$ cat config.mk
export PLATFORM = sky130hd
export DESIGN_NAME = nan_gate_sequencer
export DESIGN_NICKNAME = d
export VERILOG_FILES = /design/src/rtl/nan_gate_sequencer.sv
export SDC_FILE = /design/constraint.sdc
export NUM_CORES = 1
export LEC_CHECK = 0
export CAP_MARGIN = 5
export CORE_MARGIN = 3
export CORE_UTILIZATION = 55
export CTS_BUF_LIST = sky130_fd_sc_hd__clkbuf_4 sky130_fd_sc_hd__clkbuf_8
export DETAILED_ROUTE_END_ITERATION = 8
export HOLD_SLACK_MARGIN = 0.15
export PLACE_DENSITY = 0.81
export SYNTH_ARGS = -nofsm -noshare
export SYNTH_HDL_FRONTEND = slang
export SYNTH_SLANG_ARGS = --single-unit
$ cat constraint.sdc
create_clock -name clk -period 3.71 [get_ports clk]
set_clock_uncertainty 0.2 [all_clocks]
set_input_delay 0.9275 -clock clk [delete_from_list [all_inputs] [get_ports clk]]
set_output_delay 0.9275 -clock clk [all_outputs]
set_load 0.05 [all_outputs]
$ cat src/rtl/nan_gate_sequencer.sv
// nan_gate_sequencer: runs a loadable netlist of NaN gates (NOR on converted
// bits) one gate per clock over a small fp3 register file.
// Optional build macro NAN_GATE_SEQUENCER_TRACE_EN adds a registered trace
// port reporting each executed instruction one cycle after its write.
module nan_gate_sequencer #(
    parameter int NREGS  = 16,
    parameter int NINSTR = 32,
    parameter int NIN    = 4,
    parameter int NOUT   = 4
) (
    input  logic                         clk,
    input  logic                         rst_n,
    input  logic                         prog_we,
    input  logic [$clog2(NINSTR)-1:0]    prog_addr,
    input  logic [3*$clog2(NREGS)-1:0]   prog_data,
    input  logic [$clog2(NINSTR):0]      prog_len,
    input  logic                         start,
    input  logic [NIN-1:0]               in_bits,
    output logic                         busy,
    output logic                         done,
    output logic                         out_valid,
    output logic [NOUT-1:0]              out_bits
`ifdef NAN_GATE_SEQUENCER_TRACE_EN
    ,
    output logic                         trace_valid,
    output logic [$clog2(NINSTR)-1:0]    trace_pc,
    output logic [$clog2(NREGS)-1:0]     trace_dst,
    output logic [2:0]                   trace_val
`endif
);

    localparam int RW = $clog2(NREGS);
    localparam int PW = $clog2(NINSTR);
    localparam logic [PW:0] LEN_MAX = (PW+1)'(NINSTR);

    localparam logic [2:0] PINF = 3'b010;
    localparam logic [2:0] NINF = 3'b110;
    localparam logic [2:0] PNAN = 3'b011;

    typedef enum logic [1:0] {IDLE, LOAD, RUN, FINISH} state_t;

    state_t              state_reg;
    logic [PW-1:0]       pc_reg;
    logic [PW:0]         len_reg;
    logic [NIN-1:0]      in_reg;
    logic [2:0]          regs_reg [NREGS];
    logic [3*RW-1:0]     prog_mem [NINSTR];
    logic [3*RW-1:0]     instr_reg;

    logic [PW-1:0]       fetch_addr;
    logic [RW-1:0]       srca, srcb, dst;
    logic [2:0]          gate_y;
    logic                last_instr;
    logic [NREGS-1:0]    load_bits;
    logic [NOUT-1:0]     out_next;
    logic [PW:0]         len_clamped;

    // NaN gate: NaN operands dominate, then the +inf/-inf pair, then any +inf.
    function automatic logic [2:0] nan_fn(input logic [2:0] a, input logic [2:0] b);
        if (a[1:0] == 2'b11 || b[1:0] == 2'b11)
            return PINF;
        if ((a == PINF && b == NINF) || (a == NINF && b == PINF))
            return PINF;
        if (a == PINF || b == PINF)
            return PNAN;
        return PINF;
    endfunction

    assign srca        = instr_reg[RW-1:0];
    assign srcb        = instr_reg[2*RW-1:RW];
    assign dst         = instr_reg[3*RW-1:2*RW];
    assign gate_y      = nan_fn(regs_reg[srca], regs_reg[srcb]);
    assign last_instr  = ({1'b0, pc_reg} == (len_reg - 1'b1));
    assign load_bits   = NREGS'(in_reg);
    assign len_clamped = (prog_len > LEN_MAX) ? LEN_MAX : prog_len;

    // Prefetch: the instruction for the next RUN cycle is read one cycle
    // early so program memory can use a registered read port.
    assign fetch_addr = (state_reg == RUN) ? pc_reg + 1'b1 : '0;

    genvar gi;
    generate
        for (gi = 0; gi < NOUT; gi++) begin : g_out_conv
            assign out_next[gi] = (regs_reg[NREGS-NOUT+gi][1:0] == 2'b11);
        end
    endgenerate

    // Program memory: written only while idle, never reset, registered read.
    always_ff @(posedge clk) begin
        if (prog_we && state_reg == IDLE)
            prog_mem[prog_addr] <= prog_data;
        instr_reg <= prog_mem[fetch_addr];
    end

    // Register file: bulk init on LOAD, one gate result written per RUN cycle.
    always_ff @(posedge clk or negedge rst_n) begin
        if (!rst_n) begin
            for (int i = 0; i < NREGS; i++)
                regs_reg[i] <= PINF;
        end else if (state_reg == LOAD) begin
            for (int i = 0; i < NREGS; i++)
                regs_reg[i] <= load_bits[i] ? PNAN : PINF;
        end else if (state_reg == RUN) begin
            regs_reg[dst] <= gate_y;
        end
    end

    // Sequencer FSM with registered status outputs.
    always_ff @(posedge clk or negedge rst_n) begin
        if (!rst_n) begin
            state_reg <= IDLE;
            pc_reg    <= '0;
            len_reg   <= '0;
            in_reg    <= '0;
            busy      <= 1'b0;
            done      <= 1'b0;
            out_valid <= 1'b0;
            out_bits  <= '0;
        end else begin
            done <= 1'b0;
            case (state_reg)
                IDLE: begin
                    if (start) begin
                        len_reg   <= len_clamped;
                        in_reg    <= in_bits;
                        busy      <= 1'b1;
                        state_reg <= LOAD;
                    end
                end
                LOAD: begin
                    pc_reg    <= '0;
                    out_valid <= 1'b0;
                    state_reg <= (len_reg == '0) ? FINISH : RUN;
                end
                RUN: begin
                    if (last_instr)
                        state_reg <= FINISH;
                    else
                        pc_reg <= pc_reg + 1'b1;
                end
                FINISH: begin
                    out_bits  <= out_next;
                    out_valid <= 1'b1;
                    done      <= 1'b1;
                    busy      <= 1'b0;
                    state_reg <= IDLE;
                end
                default: state_reg <= IDLE;
            endcase
        end
    end

`ifdef NAN_GATE_SEQUENCER_TRACE_EN
    // Trace: registered copy of each executed instruction and its result.
    always_ff @(posedge clk or negedge rst_n) begin
        if (!rst_n) begin
            trace_valid <= 1'b0;
            trace_pc    <= '0;
            trace_dst   <= '0;
            trace_val   <= '0;
        end else begin
            trace_valid <= (state_reg == RUN);
            if (state_reg == RUN) begin
                trace_pc  <= pc_reg;
                trace_dst <= dst;
                trace_val <= gate_y;
            end
        end
    end
`endif

endmodule

# After elaboration in Yosys (flattened, before gate mapping)
# Memory sizes are Yosys's and may differ from the RTL's. A register that Yosys moved wholly into a read port is not among the register bits.
# Cells that the tools add are included.
# op_classes
addsub,2
multipliers,0
n_div,0
n_lt_le_gt_ge,5
n_eq_ne,17
shift,0
mux,41
n_bitwise,3
reduce_logical,16
# op_table
op,n
two-way mux 48 bit,2
bitwise mux 48 bit,1
two-way mux 3 bit,11
binary-select mux 3 bit (select 4 bit),2
"equality test 2 bit, second input constant",8
">= comparator 5 bit, second input constant",3
two-way mux 1 bit,15
inverter 4 -> 5 bit,3
demux 3 bit (select 4 bit),1
two-way mux 5 bit,2
case mux 5 bit (2 select lines),1
case mux 2 bit (4 select lines),1
AND reduction 2 bit,4
"equality test 3 x 2 -> 1 bit, second input constant",2
"equality test 3 bit, second input constant",2
equality test 5 x 6 -> 1 bit,1
"greater-than comparator 6 bit, second input constant",1
logical NOT 6 bit,1
two-way mux 6 bit,1
"!= test 2 bit, second input constant",3
nonzero test 2 bit,3
"subtractor 6 x 1 -> 6 bit, second input constant",1
"adder 5 x 1 -> 5 bit, second input constant",1
"less-than comparator 5 x 1 -> 1 bit, second input constant",1
other kinds (6),13
# word_totals
regBits,72
latchBits,0
mem_bits_rw,384
romBits,0
input_bits,31
out_inout_bits,7
memories,1
# mem_list
name,depth,width,rd,rd_clocked_by_memory_dff,wr,line_no,source
prog_mem,32,12,1,1,1,47,logic [3*RW-1:0] prog_mem [NINSTR];

# Longest topological paths before layout
# depth
word_depth,17
ltp_mapped,12
depth_no_buf,8

# Least setup slack after synthesis
# Ideal clock, no wire load.
# synth_path
path_type,register -> register
from,register pc_reg[0]
to,"register instr_reg[2], read port of prog_mem"
arrival_time_ps,2353
required_ps,3389
path_slack_ps,1037
path_stages_with_launch,9
path_buffers,2
path_cell_list,dfrtp_1 > ha_1 > xor2_1 > and2_1 > buf_2 > buf_2 > mux4_2 > mux4_2 > mux2_2
# synth_via
elab_chain_len,2
# synth_rtl
item,line_no,source
start: declaration,43,logic [PW-1:0] pc_reg;
start signal: assignment,139,pc_reg <= pc_reg + 1'b1;
adder 5 x 1 -> 5 bit,79,assign fetch_addr = (state_reg == RUN) ? pc_reg + 1'b1 : '0;
two-way mux 5 bit,79,
end: declaration,48,logic [3*RW-1:0] instr_reg;
# Every way passes these cells.
# A chain may end at the register's enable or synchronous reset.

# Final worst setup path
# layout_path
from,register pc_reg[0]
to,"register instr_reg[8], read port of prog_mem"
# Same word-level chain as after synthesis.

==> results.py <==
metrics = {
    "die": {
        "top_level_ports": 38,
        "start_util_pct": 56.53,
        "rows": 66,
        "die_x_um": 190.3,
        "fp.dieArea_sq_um": 36200,
        "die_h_um": 190.3,
        "core_sq_um": 33030,
    },
    "placement": {
        "gp_congestion": 0.8660,
        "dp.cells": 1720,
        "hpwlAfterDp_mm": 27.34,
        "numPortBuffers": 37,
    },
    "yosys": {
        "ys_types": 60,
        "ys_warn_count": 0,
        "synth_edf_count": 384,
        "syn_area_sq_um": 18670,
        "async_flop_share_pct": 12.39,
        "syn_inst": 1245,
        "synth_top_cell_by_area": "edfxtp_1",
        "syn_nets": 1282,
        "synth_area_per_cell_sq_um": 15.00,
        "synth_area_leaders": "edfxtp_1 (62%), mux4_2 (5.5%), dfrtp_1 (5.4%), nand2_1 (3.3%), dfstp_2 (2.3%)",
        "seq_area_frac_synth_pct": 70.66,
        "yosys_most_used_dff": "edfxtp_1",
        "ys_ff_latch": 452,
        "synth_top_area_share_pct": 61.76,
    },
    "global_route": {
        "grt_use_total_pct": 24.83,
        "grt_pass1_wl_mm": 67.32,
        "grt_pass1_vias": 11474,
        "overflow": 0,
        "grt_max_degree": 64,
        "antenna_found_initial": 1,
    },
    "power_and_ir_drop": {
        "cellLeakagePower_nw": 7.321,
        "switching_share_pct": 20.14,
        "power_frac_comb_pct": 1.5,
        "ir_drop_v": 0.0003616,
        "clockPowerShare_pct": 42.7,
        "p_per_area_nw_per_um2": 462.9,
        "power.switching_w": 0.001988,
        "seq_power_share_pct": 55.9,
        "p_int_w": 0.007882,
    },
    "finish": {
        "largest_register_ffs": 384,
        "antenna_cells": 0,
        "multi_input_area_sq_um": 5102,
        "fin_nets": 1391,
        "fillCellCount": 2260,
        "fin_cells": 1850,
        "layout-drive-gt1-share_pct": 20.67,
        "area_delta_synth_final_pct": 14.21,
        "register_area_sq_um": 13200,
    },
    "sta": {
        "worst_pin_slew_ps": 950.9,
        "finalHoldViolations": 0,
        "slew_violations": 0,
        "relSlewSlack_pct": 36.61,
        "setup_viol": 0,
        "tns_ps": 0,
        "rsz0062_at_grt": "false",
        "finalCritPeriodShare_pct": 85.57,
        "fmax_ghz": 0.3150,
        "min_period_ps": 3175,
    },
    "setup_path": {
        "worstPathRequired_ps": 3980,
        "cp_max_fo": 17,
        "rr_worst_depth": 7,
        "arrival_ps": 3440,
        "critPathKind": "flop to flop",
        "regToRegSetupSlack_ps": 540,
        "r2r-end": "instr_reg[8]$_DFF_P_",
        "worstSetupEndpointType": "flop",
        "rr_startpoint": "pc_reg[0]$_DFFE_PN0P_",
        "cp-start-kind": "flop",
    },
    "worst_hold_path": {
        "hp-class": "input port to async pin",
    },
    "detailed_routing": {
        "routedLengthMet1_mm": 16.41,
        "wl_per_cell_um": 23.85,
        "drt_iter0_drc": 1422,
        "vias_per_cell": 6.161,
        "top_layer": "met5",
        "drc": 0,
        "firstDrtPassIters": 6,
        "met3_length_mm": 4.942,
        "drtAntennaViolNets": 0,
        "wl_mm": 44.12,
        "dr_total_vias": 11398,
        "wl_met2_mm": 21.31,
    },
    "clock_tree": {
        "cts_buffers": 74,
        "root_buffer": "clkbuf_8",
        "cts_buffer_depth": 3,
        "postCtsSetupBuffers": 0,
        "clock_latency_ps": 600,
        "clk_pin_slew_worst_paths_ps": 60,
        "htreeDepth": 3,
        "cts_resized": 0,
        "cts_sinks": 452,
        "cts_hold_buf": 0,
        "cts_tree": "built",
    },
    "status": {
        "outcome": "finished, final reports clean",
    },
    "run": {
        "drv_cap": 0,
    },
}
-- how the worst max path moves through the flow --
stage,start,endpoint,slack (ps),cells past startpoint
floorplan,pc_reg[0]$_DFFE_PN0P_,instr_reg[2]$_DFF_P_,1040,8
global placement,pc_reg[0]$_DFFE_PN0P_,instr_reg[3]$_DFF_P_,650,8
detailed placement,pc_reg[0]$_DFFE_PN0P_,instr_reg[9]$_DFF_P_,600,7
CTS,state_reg[0]$_DFFE_PN0P_,instr_reg[0]$_DFF_P_,590,8
global route,pc_reg[0]$_DFFE_PN0P_,instr_reg[8]$_DFF_P_,320,7
finish,pc_reg[0]$_DFFE_PN0P_,instr_reg[8]$_DFF_P_,540,7
-- layout make-up --
class	instances	share of cell area [%]
Clock inverter	26	0.8097
Multi-Input combinational cell	703	23.93
Tap cell	442	2.593
Inverter	13	0.2288
Clock buffer	104	5.920
Sequential cell	452	61.88
Timing Repair Buffer	110	4.635
-- synth_stat cells, types with 4 or more instances --
cell / count
inv_1: 12
a22o_1: 8
nand2_1: 163
o21ai_0: 46
mux4_2: 46
a211oi_1: 25
a21oi_1: 35
ha_1: 6
buf_4: 4
dfstp_2: 16
nor2_1: 63
xor2_1: 4
xnor2_1: 5
o221ai_1: 6
buf_2: 14
o211ai_1: 9
nand2b_1: 27
mux4_1: 4
dfrtp_1: 40
a31oi_1: 14
mux2i_1: 38
buf_1: 5
nand3_1: 33
clkbuf_1: 51
nor2b_1: 33
a311oi_1: 36
nand3b_1: 4
mux2_2: 27
dfxtp_1: 12
edfxtp_1: 384
nor3b_1: 6
o22ai_1: 9
nor3_1: 24
-- cell families (layout without fill, tap and decap cells) --
| family | after synthesis | in the layout | synth area share, % |
|---|---|---|---|
| AOI/OAI and AO/OA | 201 | 201 | 7.257 |
| muxes | 116 | 116 | 9.897 |
| buffers and inverters | 90 | 253 | 2.117 |
| adders and majority gates | 6 | 6 | 0.4021 |
| xor gates and xnor gates | 9 | 9 | 0.4221 |
| DFF | 452 | 452 | 70.66 |
| and+or+nand+nor | 371 | 371 | 9.248 |
-- layout by cell type (no fill, tap or decap), drive strengths merged, types with 35 or more instances in the layout --
cell type / synthesis / layout
nor2: 63 / 63
mux2i: 39 / 39
edfxtp: 384 / 384
nand2: 163 / 163
mux4: 50 / 50
clkbuf: 52 / 104
o21ai: 47 / 47
a311oi: 36 / 36
clkdlybuf4s50: 0 / 36
a21oi: 35 / 35
buf: 25 / 74
dfrtp: 40 / 40
-- worst max-delay path: stages, from the launching register on --
cell,delay [ps]
dfrtp_4,470
buf_4,280
nand3_1,130
xnor2_1,220
nand2_1,550
a311oi_1,710
a21oi_1,180
a22o_1,290
-- power groups by stage --
stage / sequential [W] / combinational, W / clock [W]
after floorplan: 0.00562 / 0.00000747 / 0
after global routing: 0.00551 / 0.000154 / 0.00451
after global placement: 0.00562 / 0.000136 / 0
final: 0.00551 / 0.000143 / 0.00421
after CTS: 0.00551 / 0.000143 / 0.00427
after detailed placement: 0.00562 / 0.000143 / 0
-- per-layer routing --
layer	vias to the layer above	GRT usage, %
li1	5014	-
met1	5622	32.73
met2	662	39.70
met3	98	7.004
met4	2	9.681
met5	-	0
-- metrics by stage --
step	setup WS (ps)	util [%]	power [W]	cell area, sq um	hold slack (ps)
floorplan	1037	-	0.005626	18670	259.2
global placement	653.4	60.21	0.005753	19890	277.4
detailed placement	603.7	60.21	0.005759	19890	291.1
CTS	586.1	64.56	0.009930	21320	283.3
global route	323.9	64.56	0.01018	21320	316.0
finish	535.4	64.56	0.009870	21320	295.3
Power figures use the tool's default switching activity.
